$ cat config.mk
export PLATFORM = sky130hd
export DESIGN_NAME = spi_bus_arbiter
export DESIGN_NICKNAME = d
export VERILOG_FILES = /design/src/rtl/spi_bus_arbiter.sv
export SDC_FILE = /design/constraint.sdc
export NUM_CORES = 1
export LEC_CHECK = 0
export ABC_CLOCK_PERIOD_IN_PS = 1700
export CAP_MARGIN = 10
export CORE_ASPECT_RATIO = 1.75
export CORE_UTILIZATION = 35
export DETAILED_ROUTE_END_ITERATION = 12
export HOLD_SLACK_MARGIN = 0.12
export PLACE_DENSITY = 0.72
export SYNTH_ARGS = -nofsm -noshare
export SYNTH_HDL_FRONTEND = slang
export SYNTH_SLANG_ARGS = --single-unit
$ cat constraint.sdc
create_clock -name clk -period 1.7 [get_ports clk]
set_input_delay 0.34 -clock clk [delete_from_list [all_inputs] [get_ports clk]]
set_output_delay 0.34 -clock clk [all_outputs]
set_load 0.01 [all_outputs]
$ cat src/rtl/spi_bus_arbiter.sv
// spi_bus_arbiter: round-robin sharing of one SPI transaction engine between
// NUM_REQ requesters. Each grant launches one register read/write with a
// one-cycle spi_enable pulse. Completion is the rising edge of spi_done,
// followed by a GAP_CYCLES idle gap.
// Optional feature macro: SPI_ARB_TIMEOUT_EN. It aborts a transaction after
// TIMEOUT_CYCLES BUSY cycles without done and flags resp_err.
module spi_bus_arbiter #(
  parameter int unsigned NUM_REQ        = 2,
  parameter int unsigned GAP_CYCLES     = 2,
  parameter int unsigned TIMEOUT_CYCLES = 4096
) (
  input  logic                   clk,
  input  logic                   reset,
  input  logic [NUM_REQ-1:0]     req_valid,
  input  logic [NUM_REQ-1:0]     req_read,
  input  logic [8*NUM_REQ-1:0]   req_addr,
  input  logic [8*NUM_REQ-1:0]   req_wdata,
  output logic [NUM_REQ-1:0]     req_ready,
  output logic [NUM_REQ-1:0]     resp_valid,
  output logic [7:0]             resp_rdata,
  output logic                   resp_err,
  output logic                   busy,
  output logic [7:0]             spi_addr,
  output logic [7:0]             spi_wdata,
  output logic                   spi_read,
  output logic                   spi_enable,
  input  logic                   spi_done,
  input  logic [7:0]             spi_rdata
);

  localparam int unsigned PW = (NUM_REQ > 1) ? $clog2(NUM_REQ) : 1;
  localparam int unsigned GW = (GAP_CYCLES > 1) ? $clog2(GAP_CYCLES) : 1;

  typedef enum logic [1:0] {IDLE, ISSUE, BUSY, GAP} state_t;

  state_t          state;
  logic [PW-1:0]   ptr;
  logic [GW-1:0]   gap_cnt;
  logic            done_q;
  logic            done_edge;
  logic            grant_any;
  logic [PW-1:0]   grant_idx;
  logic [PW-1:0]   cand;
  logic [7:0]      sel_addr;
  logic [7:0]      sel_wdata;
  logic            sel_read;
  logic            busy_done;
  logic            busy_tmo;

  assign done_edge = spi_done & ~done_q;
  assign busy_done = (state == BUSY) && done_edge;

`ifdef SPI_ARB_TIMEOUT_EN
  localparam int unsigned TW = (TIMEOUT_CYCLES > 1) ? $clog2(TIMEOUT_CYCLES) : 1;
  logic [TW-1:0] tmo_cnt;

  // Timeout fires on the last allowed BUSY cycle when no done edge arrived
  assign busy_tmo = (state == BUSY) && !done_edge && (tmo_cnt == TW'(TIMEOUT_CYCLES - 1));

  // BUSY cycle counter, restarted on every entry to BUSY
  always_ff @(posedge clk or posedge reset) begin
    if (reset) begin
      tmo_cnt <= '0;
    end else if (state != BUSY) begin
      tmo_cnt <= '0;
    end else begin
      tmo_cnt <= tmo_cnt + TW'(1);
    end
  end

  // Error flag accompanies the response pulse only
  always_ff @(posedge clk or posedge reset) begin
    if (reset) begin
      resp_err <= 1'b0;
    end else begin
      resp_err <= busy_tmo;
    end
  end
`else
  logic unused_tmo;
  assign busy_tmo   = 1'b0;
  assign resp_err   = 1'b0;
  assign unused_tmo = |TIMEOUT_CYCLES;
`endif

  // Round-robin search starting one past the last grant, with wrap-around
  always_comb begin
    grant_any = 1'b0;
    grant_idx = '0;
    cand      = '0;
    for (int unsigned k = 1; k <= NUM_REQ; k++) begin
      cand = PW'((32'(ptr) + k) % NUM_REQ);
      if (!grant_any && req_valid[cand]) begin
        grant_any = 1'b1;
        grant_idx = cand;
      end
    end
  end

  // Select the winning requester's transaction fields
  always_comb begin
    sel_addr  = '0;
    sel_wdata = '0;
    sel_read  = 1'b0;
    for (int unsigned i = 0; i < NUM_REQ; i++) begin
      if (grant_idx == PW'(i)) begin
        sel_addr  = req_addr[8*i +: 8];
        sel_wdata = req_wdata[8*i +: 8];
        sel_read  = req_read[i];
      end
    end
  end

  // Arbitration FSM with registered outputs; ptr doubles as the current grant
  always_ff @(posedge clk or posedge reset) begin
    if (reset) begin
      state      <= IDLE;
      ptr        <= PW'(NUM_REQ - 1);
      gap_cnt    <= '0;
      done_q     <= 1'b0;
      req_ready  <= '0;
      resp_valid <= '0;
      resp_rdata <= '0;
      busy       <= 1'b0;
      spi_addr   <= '0;
      spi_wdata  <= '0;
      spi_read   <= 1'b0;
      spi_enable <= 1'b0;
    end else begin
      done_q     <= spi_done;
      req_ready  <= '0;
      resp_valid <= '0;
      resp_rdata <= '0;
      spi_enable <= 1'b0;
      case (state)
        IDLE: begin
          if (grant_any) begin
            spi_addr   <= sel_addr;
            spi_wdata  <= sel_wdata;
            spi_read   <= sel_read;
            ptr        <= grant_idx;
            req_ready  <= NUM_REQ'(1) << grant_idx;
            spi_enable <= 1'b1;
            busy       <= 1'b1;
            state      <= ISSUE;
          end
        end
        ISSUE: begin
          state <= BUSY;
        end
        BUSY: begin
          if (busy_done || busy_tmo) begin
            resp_valid <= NUM_REQ'(1) << ptr;
            resp_rdata <= busy_done ? spi_rdata : 8'h00;
            if (GAP_CYCLES == 0) begin
              busy  <= 1'b0;
              state <= IDLE;
            end else begin
              gap_cnt <= '0;
              state   <= GAP;
            end
          end
        end
        GAP: begin
          if (gap_cnt == GW'(GAP_CYCLES - 1)) begin
            busy  <= 1'b0;
            state <= IDLE;
          end else begin
            gap_cnt <= gap_cnt + GW'(1);
          end
        end
        default: begin
          busy  <= 1'b0;
          state <= IDLE;
        end
      endcase
    end
  end

endmodule

# ---- Word-level counts from Yosys, hierarchy flattened
# Index checks and enable logic that the tools add are counted.
dict set report word_totals {
  reg_bits 36
  inputBits 47
  out_inout_bits 32
  wordCells 66
}
dict set report op_classes {
  add_sub_neg 3
  n_lt_le_gt_ge 2
  n_eq_ne 6
  shifts 2
  muxes 29
  n_bitwise 2
  n_reduce_logical 10
}
# op n
set op_table {}
lappend op_table {{8-bit two-way mux} 4}
lappend op_table {{1-bit two-way mux} 15}
lappend op_table {{2-bit two-way mux} 7}
lappend op_table {{2-bit case mux with 4 select lines} 1}
lappend op_table {{2-bit != test (second input constant)} 3}
lappend op_table {{3-bit AND reduction} 2}
lappend op_table {{2-bit == test (second input constant)} 2}
lappend op_table {{1-bit by 2-bit less-than comparator with 1-bit output (second input constant)} 2}
lappend op_table {{1-bit case mux with 2 select lines} 2}
lappend op_table {{2-bit AND reduction} 2}
lappend op_table {{2-bit nonzero test} 2}
lappend op_table {{1-bit by 1-bit << shifter with 2-bit output (first input constant)} 2}
lappend op_table {{1-bit adder (second input constant)} 3}
lappend op_table {{2-bit by 1-bit == test with 1-bit output (second input constant)} 1}
lappend op_table {{1-bit logical AND} 2}
lappend op_table {{2-bit logical NOT} 1}
lappend op_table {{1-bit AND} 1}
lappend op_table {{1-bit logical NOT} 1}
lappend op_table {{1-bit NOT} 1}

# ---- Depth between registers and ports, before layout
# Gate-level depths: netlist of run 1.
dict set report depth {
  depth_word 10
  mapped_depth 6
  mapped_depth_nobuf 5
}

# ---- Worst setup path before layout of run 1
# OpenSTA, ideal clock, no wires.
dict set report synth_timing {
  path_kind {register to register}
  from {register state[0]}
  to {register spi_addr[2]}
  setup_time_ps 126
  arrival_ps 1337
  t_required_ps 1574
  path_slack_ps 237
  stages_incl_launch_ff 7
  n_path_buf 1
  period_less_slack_ps 1463
  cell_sequence {dfrtp_1 -> inv_1 -> ha_1 -> o21ai_2 -> buf_6 -> and2_0 -> a221o_1}
}
dict set report synth_between {
  elab_chain_len 2
}
# element line
set synth_rtl {}
lappend synth_rtl {{start: declaration} 36} ;# state_t state;
lappend synth_rtl {{start signal: assignment} 117} ;# state <= IDLE;
lappend synth_rtl {{start signal: assignment} 145} ;# state <= ISSUE;
lappend synth_rtl {{start signal: assignment} 149} ;# state <= BUSY;
lappend synth_rtl {{2-bit logical NOT} 135} ;# case (state)
lappend synth_rtl {{2-bit AND reduction (no line)} n/a}
lappend synth_rtl {{end signal: assignment} 138} ;# spi_addr <= sel_addr;
lappend synth_rtl {{end: declaration} 23} ;# output logic [7:0] spi_addr,
# No other way between the ends.
# A chain may end at the register's enable or synchronous reset.

# ---- Final worst setup path of run 1
dict set report layout_timing {
  from {register state[0]}
  to {register spi_addr[7]}
}
# The elaborated chain is that of the path after synthesis.

==> flow_summary.rst, run 1 <==
.. list-table::
   :header-rows: 1

   * - Metric
     - Value
   * - Clock latency reported for the late side of the worst-skew pair
     - 0.28 ns
   * - Postcts setup bufs
     - 0
   * - Largest buffer count on any clock path
     - 2
   * - Kind of cell adding the most delay to the critical path
     - flip-flops
   * - NumNets Final
     - 253
   * - Core footprint
     - 4150 sq um
   * - Count of cells resized by post-cts repair
     - 0
   * - GR Util All Layers
     - 18.8%
   * - Critical-path cell with the highest stage delay
     - sky130_fd_sc_hd__dfrtp_1
   * - Unrepaired setup endpoints after global routing
     - no
   * - Mapped cell area
     - 1510 sq um
   * - Area taken by flip-flops and latches
     - 902 sq um
   * - P&R area growth vs syn
     - 64.7%
   * - Post-detailed-route via-to-cell ratio
     - 4.97
   * - Min-delay worst type
     - in -> async
   * - Tmin final
     - 1.62 ns
   * - First-pass detailed-route iteration total
     - 4
   * - Critical setup path kind
     - reg -> reg
   * - Share of post-route cells with drive strength above 1
     - 14.3%
   * - Element type at the critical path end
     - register
   * - Worst-case vdd ir drop
     - 0.879 mV
   * - Weighted congestion reported at the end of routability-driven placement
     - 0.712
   * - Wire length of the first global-routing pass
     - 6.22 mm
   * - CP Data Required Time
     - 1.87 ns
   * - Count of cell types in the netlist
     - 26
   * - Cell-by-cell listing of the critical path
     - inv_1 > ha_1 > o21ai_2 > buf_12 > and2_2 > a221o_1
   * - Total Die Area
     - 4600 sq um
   * - Final setup skew
     - 0.00368 ns
   * - Max-slew violation count
     - 0
   * - Number of flops mapped to enable cells by yosys
     - 0
   * - Register area share after synthesis
     - 59.7%
   * - Ports
     - 79
   * - Number of violations reported at the end of detailed-routing iteration 0
     - 12
   * - Endpoint of the most critical register-to-register path
     - spi_addr[7]
   * - TritonCTS clock tree
     - yes
   * - Dominant synthesized flop cell
     - sky130_fd_sc_hd__dfrtp_1
   * - Starting density of the core
     - 36.4%
   * - Final Util
     - 60.0%
   * - Worst Path Max Fanout
     - 19
   * - Number of hold-slack violations in the final timing report
     - 0
   * - Average instance area after synthesis
     - 13.1 sq um
   * - Horiz. Die Dim
     - 51.7 microns
   * - Count of inserted antenna diode cells
     - 0
   * - Slowest stage delay, CP
     - 0.40 ns
   * - Total number of vias
     - 1253
   * - Root buffer cell
     - sky130_fd_sc_hd__clkbuf_8
   * - Worst-path clk slew
     - 0.07 ns
   * - Chip Height
     - 88.9 microns
   * - Cell Pwr Density
     - 1470 nW/um^2
   * - Leakage power figure
     - 1.08 nW
   * - Half-perimeter wire length after detailed placement
     - 3.00 mm
   * - Run status
     - completed
   * - Reg-to-reg critical path startpoint
     - state[0]
   * - Count of input and output buffers
     - 77
   * - Via count of the first global-routing pass
     - 1410
   * - Final clock period utilization by the worst path
     - 95.3%
   * - Fmax
     - 0.617 GHz
   * - CTS Buf Count
     - 5
   * - Maximum level of the CTS H-tree
     - 2
   * - Syn Inst Count
     - 115
   * - Site Rows
     - 31
   * - Antenna violations before repair
     - 0
   * - Asr flop ratio synth
     - 100%
   * - Detail Route Antenna Nets
     - 0
   * - Startpoint type of the worst setup path
     - register
   * - Area of combinational cells with multiple inputs
     - 542 sq um
   * - Sink Count
     - 36
   * - Critical path data arrival time
     - 1.79 ns
   * - Filler cell count in the final layout
     - 346
   * - Post-Synthesis Net Count
     - 165
   * - Setup-failing EPs final
     - 0
   * - Number of buffers and inverters on the critical path
     - 2
   * - # hold bufs at CTS
     - 0
   * - Total wire length
     - 3.99 mm
   * - Pin count of the biggest net entering global routing
     - 37
   * - Average routed wire per standard cell
     - 15.8 microns
   * - FF+latch count, synth
     - 36
   * - Cell count of the worst reg-to-reg path
     - 6
   * - Hold WS
     - 0.403 ns
   * - Residual DRC
     - 0
   * - Congestion Overflow GR
     - 0
   * - Max Cap Viol
     - 0
   * - Flop-to-flop setup slack
     - 0.08 ns
   * - Yosys warns
     - 0
-- metrics by stage --
step	setup TNS (ns)	std cells	total power, W	area, sq um	worst slack, ns
after floorplan	0	115	0.00223	1510	0.237
after global placement	-0.514	245	0.00304	2410	-0.0447
after detailed placement	-1.11	245	0.00311	2410	-0.145
after CTS	0	252	0.00369	2490	0.0719
after global routing	0	252	0.00387	2490	0.0113
final	0	252	0.00365	2490	0.0803
-- flip-flops by register name, summed over array words and instances (netlist names) --
register / cells
gap_cnt: 1
spi_read: 1
done_q: 1
spi_wdata: 8
resp_valid: 2
resp_rdata: 8
spi_addr: 8
ptr: 1
state: 2
busy: 1
req_ready: 2
spi_enable: 1
-- how the worst max path moves through the flow --
stage,to,cells past startpoint,from,slack (ns)
4_1_cts,spi_addr[7],6,state[0],0.07
5_1_grt,spi_addr[7],6,state[0],0.01
3_3_place_gp,state[1],4,req_valid[1],-0.04
2_1_floorplan,spi_addr[2],6,state[0],0.24
3_5_place_dp,state[1],4,req_valid[1],-0.15
6_report,spi_addr[7],6,state[0],0.08
-- worst register-to-register path: stages (launching register included) --
cell                      delay [ns]
sky130_fd_sc_hd__dfrtp_1        0.40
sky130_fd_sc_hd__inv_1          0.09
sky130_fd_sc_hd__ha_1           0.29
sky130_fd_sc_hd__o21ai_2        0.11
sky130_fd_sc_hd__buf_12         0.16
sky130_fd_sc_hd__and2_2         0.19
sky130_fd_sc_hd__a221o_1        0.26
-- Yosys cell counts, types with 2 or more instances --
master                    number  area share, %
sky130_fd_sc_hd__dfrtp_1      35             58
sky130_fd_sc_hd__nor3_1        2           0.66
sky130_fd_sc_hd__and2_1        8            3.3
sky130_fd_sc_hd__ha_1          3            2.5
sky130_fd_sc_hd__and2_0        8            3.3
sky130_fd_sc_hd__and2_2        9            4.5
sky130_fd_sc_hd__nand2_1       5            1.2
sky130_fd_sc_hd__a21oi_4       2            2.2
sky130_fd_sc_hd__inv_1         7            1.7
sky130_fd_sc_hd__a221o_1      17             11
sky130_fd_sc_hd__nor2_1        2           0.50
sky130_fd_sc_hd__buf_6         3            2.2
-- layout by cell type, fill, tap and decap left out, types with 2 or more instances in the layout --
master,netlist,layout
sky130_fd_sc_hd__a21oi_4,2,2
sky130_fd_sc_hd__a221o_1,17,17
sky130_fd_sc_hd__and2_0,8,8
sky130_fd_sc_hd__and2_1,8,8
sky130_fd_sc_hd__and2_2,9,9
sky130_fd_sc_hd__buf_12,0,4
sky130_fd_sc_hd__buf_4,1,4
sky130_fd_sc_hd__clkbuf_8,0,5
sky130_fd_sc_hd__clkdlybuf4s50_1,0,77
sky130_fd_sc_hd__dfrtp_1,35,35
sky130_fd_sc_hd__ha_1,3,3
sky130_fd_sc_hd__inv_1,7,7
sky130_fd_sc_hd__nand2_1,5,5
sky130_fd_sc_hd__nor2_1,2,2
sky130_fd_sc_hd__nor3_1,2,2
-- layer usage --
metal,global-route usage (%),share of wire (%)
met5,0,0
met4,9.34,2.7
met3,5.10,4.5
met2,34.8,57
met1,18.8,36
-- cell families (layout without fill, tap and decap cells) --
group / after synthesis / count (layout) / synth area share (%)
buffers and inverters: 11 / 99 / 4.47
other: 1 / 1 / 0.248
multiplexers: 1 / 1 / 0.745
adder cells (fa/ha/maj): 3 / 3 / 2.48
flip-flops: 36 / 36 / 59.7
AO/OA/AOI/OAI: 27 / 27 / 18.0
AND/OR/NAND/NOR: 36 / 36 / 14.3
-- where the power goes --
part	switching (W)	internal, W	total, W
Sequential	0.000170	0.00117	0.00134
Clock	0.000286	0.000278	0.000565
Combinational	0.000702	0.00105	0.00175
Total	0.00116	0.00249	0.00365
-- final cells by class --
class	count	area share [%]
Clock buffer	6	2.91
Clock inverter	1	0.201
Inverter	7	1.06
Multi-Input combinational cell	68	21.8
Sequential cell	36	36.2
Tap cell	49	2.46
Timing Repair Buffer	85	35.4
Power figures use the tool's default switching activity.
==> run 2: changes to the inputs <==
- CORE_UTILIZATION: 35 -> 39
- PLACE_DENSITY: 0.72 -> 0.79
==> run 2 against run 1 <==
Global-route usage up 2.3 points. Cell area up 0.95%. Die area down 9.9%. Core utilization up 8.6 points. Maximum frequency up 2.7%. Sequential share of layout area down 0.34 points. Setup slack better by 0.042 ns. Largest cell class unchanged. Via count up 0.96%. Wire length up 1.1%. Largest power group unchanged. First-iteration DRC count up 50%. Sequential cell count unchanged. Sequential power about the same.
==> flow_summary.rst, run 2 (synthesis results as in run 1) <==
.. list-table::
   :header-rows: 1

   * - Metric
     - Value
   * - Pin count of the biggest net entering global routing
     - 37 (unchanged)
   * - Most common cell after layout, fill and taps aside
     - sky130_fd_sc_hd__clkdlybuf4s50_1
   * - Critical setup path kind
     - reg -> reg
   * - Count of input and output buffers
     - 77 (unchanged)
   * - Filler cell count in the final layout
     - 277 (-20%)
   * - Worst Path Max Fanout
     - 18 (-1)
   * - Ports
     - 79 (unchanged)
   * - Min-delay worst type
     - in -> async
   * - Total Die Area
     - 4140 sq um (-9.9%)
   * - Starting density of the core
     - 41.2% (+4.8 points)
   * - Total wire length
     - 4.03 mm (+1.1%)
   * - CP Data Required Time
     - 1.87 ns (about the same)
   * - # hold bufs at CTS
     - 0 (unchanged)
   * - Element type at the critical path end
     - register
   * - Antenna violations before repair
     - 0 (unchanged)
   * - Setup-failing EPs final
     - 0 (unchanged)
   * - Maximum level of the CTS H-tree
     - 2 (unchanged)
   * - Final clock period utilization by the worst path
     - 92.8% (-2.5 points)
   * - TritonCTS clock tree
     - yes
   * - Final setup skew
     - 0.00663 ns (+0.00295 ns)
   * - Largest buffer count on any clock path
     - 2 (unchanged)
   * - Flop-to-flop setup slack
     - 0.12 ns (+0.04 ns)
   * - Worst-path clk slew
     - 0.07 ns (about the same)
   * - Clock latency reported for the late side of the worst-skew pair
     - 0.28 ns (about the same)
   * - GR Util All Layers
     - 21.1% (+2.3 points)
   * - Wire length of the first global-routing pass
     - 6.50 mm (+4.4%)
   * - Slowest stage delay, CP
     - 0.41 ns (about the same)
   * - Max-slew violation count
     - 0 (unchanged)
   * - Chip Height
     - 84.4 microns (-5.1%)
   * - Root buffer cell
     - sky130_fd_sc_hd__clkbuf_8
   * - Max layer used
     - met4
   * - Residual DRC
     - 0 (unchanged)
   * - Core footprint
     - 3660 sq um (-12%)
   * - First-pass detailed-route iteration total
     - 4 (unchanged)
   * - CTS Buf Count
     - 5 (unchanged)
   * - Met2 Routed Length
     - 2.26 mm (about the same)
   * - Commonest cells after routing, fill and taps aside
     - sky130_fd_sc_hd__clkdlybuf4s50_1, sky130_fd_sc_hd__dfrtp_1, sky130_fd_sc_hd__a221o_1
   * - Critical-path cell with the highest stage delay
     - sky130_fd_sc_hd__dfrtp_1
   * - Half-perimeter wire length after detailed placement
     - 2.97 mm (-1.2%)
   * - Registers with the most flip-flops
     - resp_rdata x8, spi_addr x8, spi_wdata x8
   * - Kind of cell adding the most delay to the critical path
     - compound AO/OA/AOI/OAI gates
   * - Fmax
     - 0.634 GHz (+2.7%)
   * - Number of violations reported at the end of detailed-routing iteration 0
     - 18 (+6)
   * - Site Rows
     - 29 (-6.5%)
   * - P&R area growth vs syn
     - 66.3%
   * - Total number of vias
     - 1265 (+0.96%)
   * - Congestion Overflow GR
     - 0 (unchanged)
   * - Critical path data arrival time
     - 1.74 ns (-0.05 ns)
   * - Tmin final
     - 1.58 ns (-0.0423 ns)
   * - NumNets Final
     - 253 (unchanged)
   * - Count of inserted antenna diode cells
     - 0 (unchanged)
   * - Routed metal-1 wire length
     - 1.47 mm (+1.9%)
   * - Cell-by-cell listing of the critical path
     - inv_1 > ha_2 > o21ai_4 > and2_2 > a221o_1
   * - Postcts setup bufs
     - 0 (unchanged)
   * - Average routed wire per standard cell
     - 16.1 microns (+1.9%)
   * - Number of buffers and inverters on the critical path
     - 1 (-1)
   * - Share of post-route cells with drive strength above 1
     - 15.2% (+0.91 points)
   * - Metal3 WL
     - 209 microns (+16%)
   * - Max Cap Viol
     - 0 (unchanged)
   * - Startpoint type of the worst setup path
     - register
   * - Sink Count
     - 36 (unchanged)
   * - Count of cells resized by post-cts repair
     - 1 (+1)
   * - Via count of the first global-routing pass
     - 1335 (-5.3%)
   * - Cell Pwr Density
     - 1520 nW/um^2 (+3.6%)
   * - Post-layout power
     - 0.00382 W (+4.5%)
   * - Run status
     - completed
   * - Unrepaired setup endpoints after global routing
     - no
   * - Number of hold-slack violations in the final timing report
     - 0 (unchanged)
   * - Final Util
     - 68.6% (+8.6 points)
   * - Leakage power figure
     - 1.09 nW (+0.73%)
   * - Detail Route Antenna Nets
     - 0 (unchanged)
   * - Weighted congestion reported at the end of routability-driven placement
     - 0.779 (+9.4%)
   * - Post-detailed-route via-to-cell ratio
     - 5.06 (+1.8%)
   * - Horiz. Die Dim
     - 49.1 microns (-5.1%)
   * - Worst-case vdd ir drop
     - 0.853 mV (-3.0%)
-- run 2: cell count changes in the layout (fill, tap and decap cells not counted) --
cell / change
sky130_fd_sc_hd__o21ai_4: +1
sky130_fd_sc_hd__bufinv_16: +1
sky130_fd_sc_hd__buf_4: +1
sky130_fd_sc_hd__buf_12: -1
sky130_fd_sc_hd__ha_1: -1
sky130_fd_sc_hd__ha_2: +1
sky130_fd_sc_hd__o21ai_2: -1
-- run 2: final cells by class --
type	instances	area, sq um	share of cell area (%)
flip-flops and latches	36	902	35.9
repair buffers	85	868	34.5
multi-input cells	68	552	22.0
clock buffers	6	72.6	2.89
well taps	46	57.6	2.29
clock inverters	2	35.0	1.39
inverters	7	26.3	1.05
-- run 2: through the flow --
| step | std cells | hold WS (ns) | cell area, sq um | setup slack [ns] | TNS (ns) |
|---|---|---|---|---|---|
| global route | 250 | 0.432 | 2510 | 0.0541 | 0 |
| floorplan | 115 | 0.371 | 1510 | 0.237 | 0 |
| global placement | 242 | 0.490 | 2400 | -0.0407 | -0.580 |
| finish | 250 | 0.411 | 2510 | 0.123 | 0 |
| detailed placement | 242 | 0.494 | 2400 | -0.127 | -1.72 |
| CTS | 250 | 0.414 | 2510 | 0.0168 | 0 |
-- run 2: metal layers --
layer  GRT usage [%]  vias up
met5               0        -
met4            10.2        0
met3            6.16       10
met2            37.4       53
met1            22.2      622
li1                -      580
-- run 2: tightest hold or removal path: stages --
cell                              delay, ns
sky130_fd_sc_hd__clkdlybuf4s50_1       0.40
sky130_fd_sc_hd__inv_1                 0.09
sky130_fd_sc_hd__buf_12                0.22
-- run 2: report_power, final --
part / leakage (nW) / switching, W / total, W / internal, W
Combinational: 0.579 / 0.000716 / 0.00175 / 0.00104
Sequential: 0.456 / 0.000169 / 0.00134 / 0.00117
Clock: 0.0552 / 0.000293 / 0.000728 / 0.000435
Total: 1.09 / 0.00118 / 0.00382 / 0.00264
-- run 2: path summary, 6_finish.rpt --
| kind | from | endpoint | depth (start not counted) |
|---|---|---|---|
| max | state[0] | spi_addr[1] | 5 |
| min | reset | spi_wdata[3] | 3 |
| max reg2reg | state[0] | spi_addr[1] | 5 |
| min reg2reg | busy | busy | 2 |
| max in group asynchronous | reset | ptr | 3 |
| min in group clk | busy | busy | 2 |
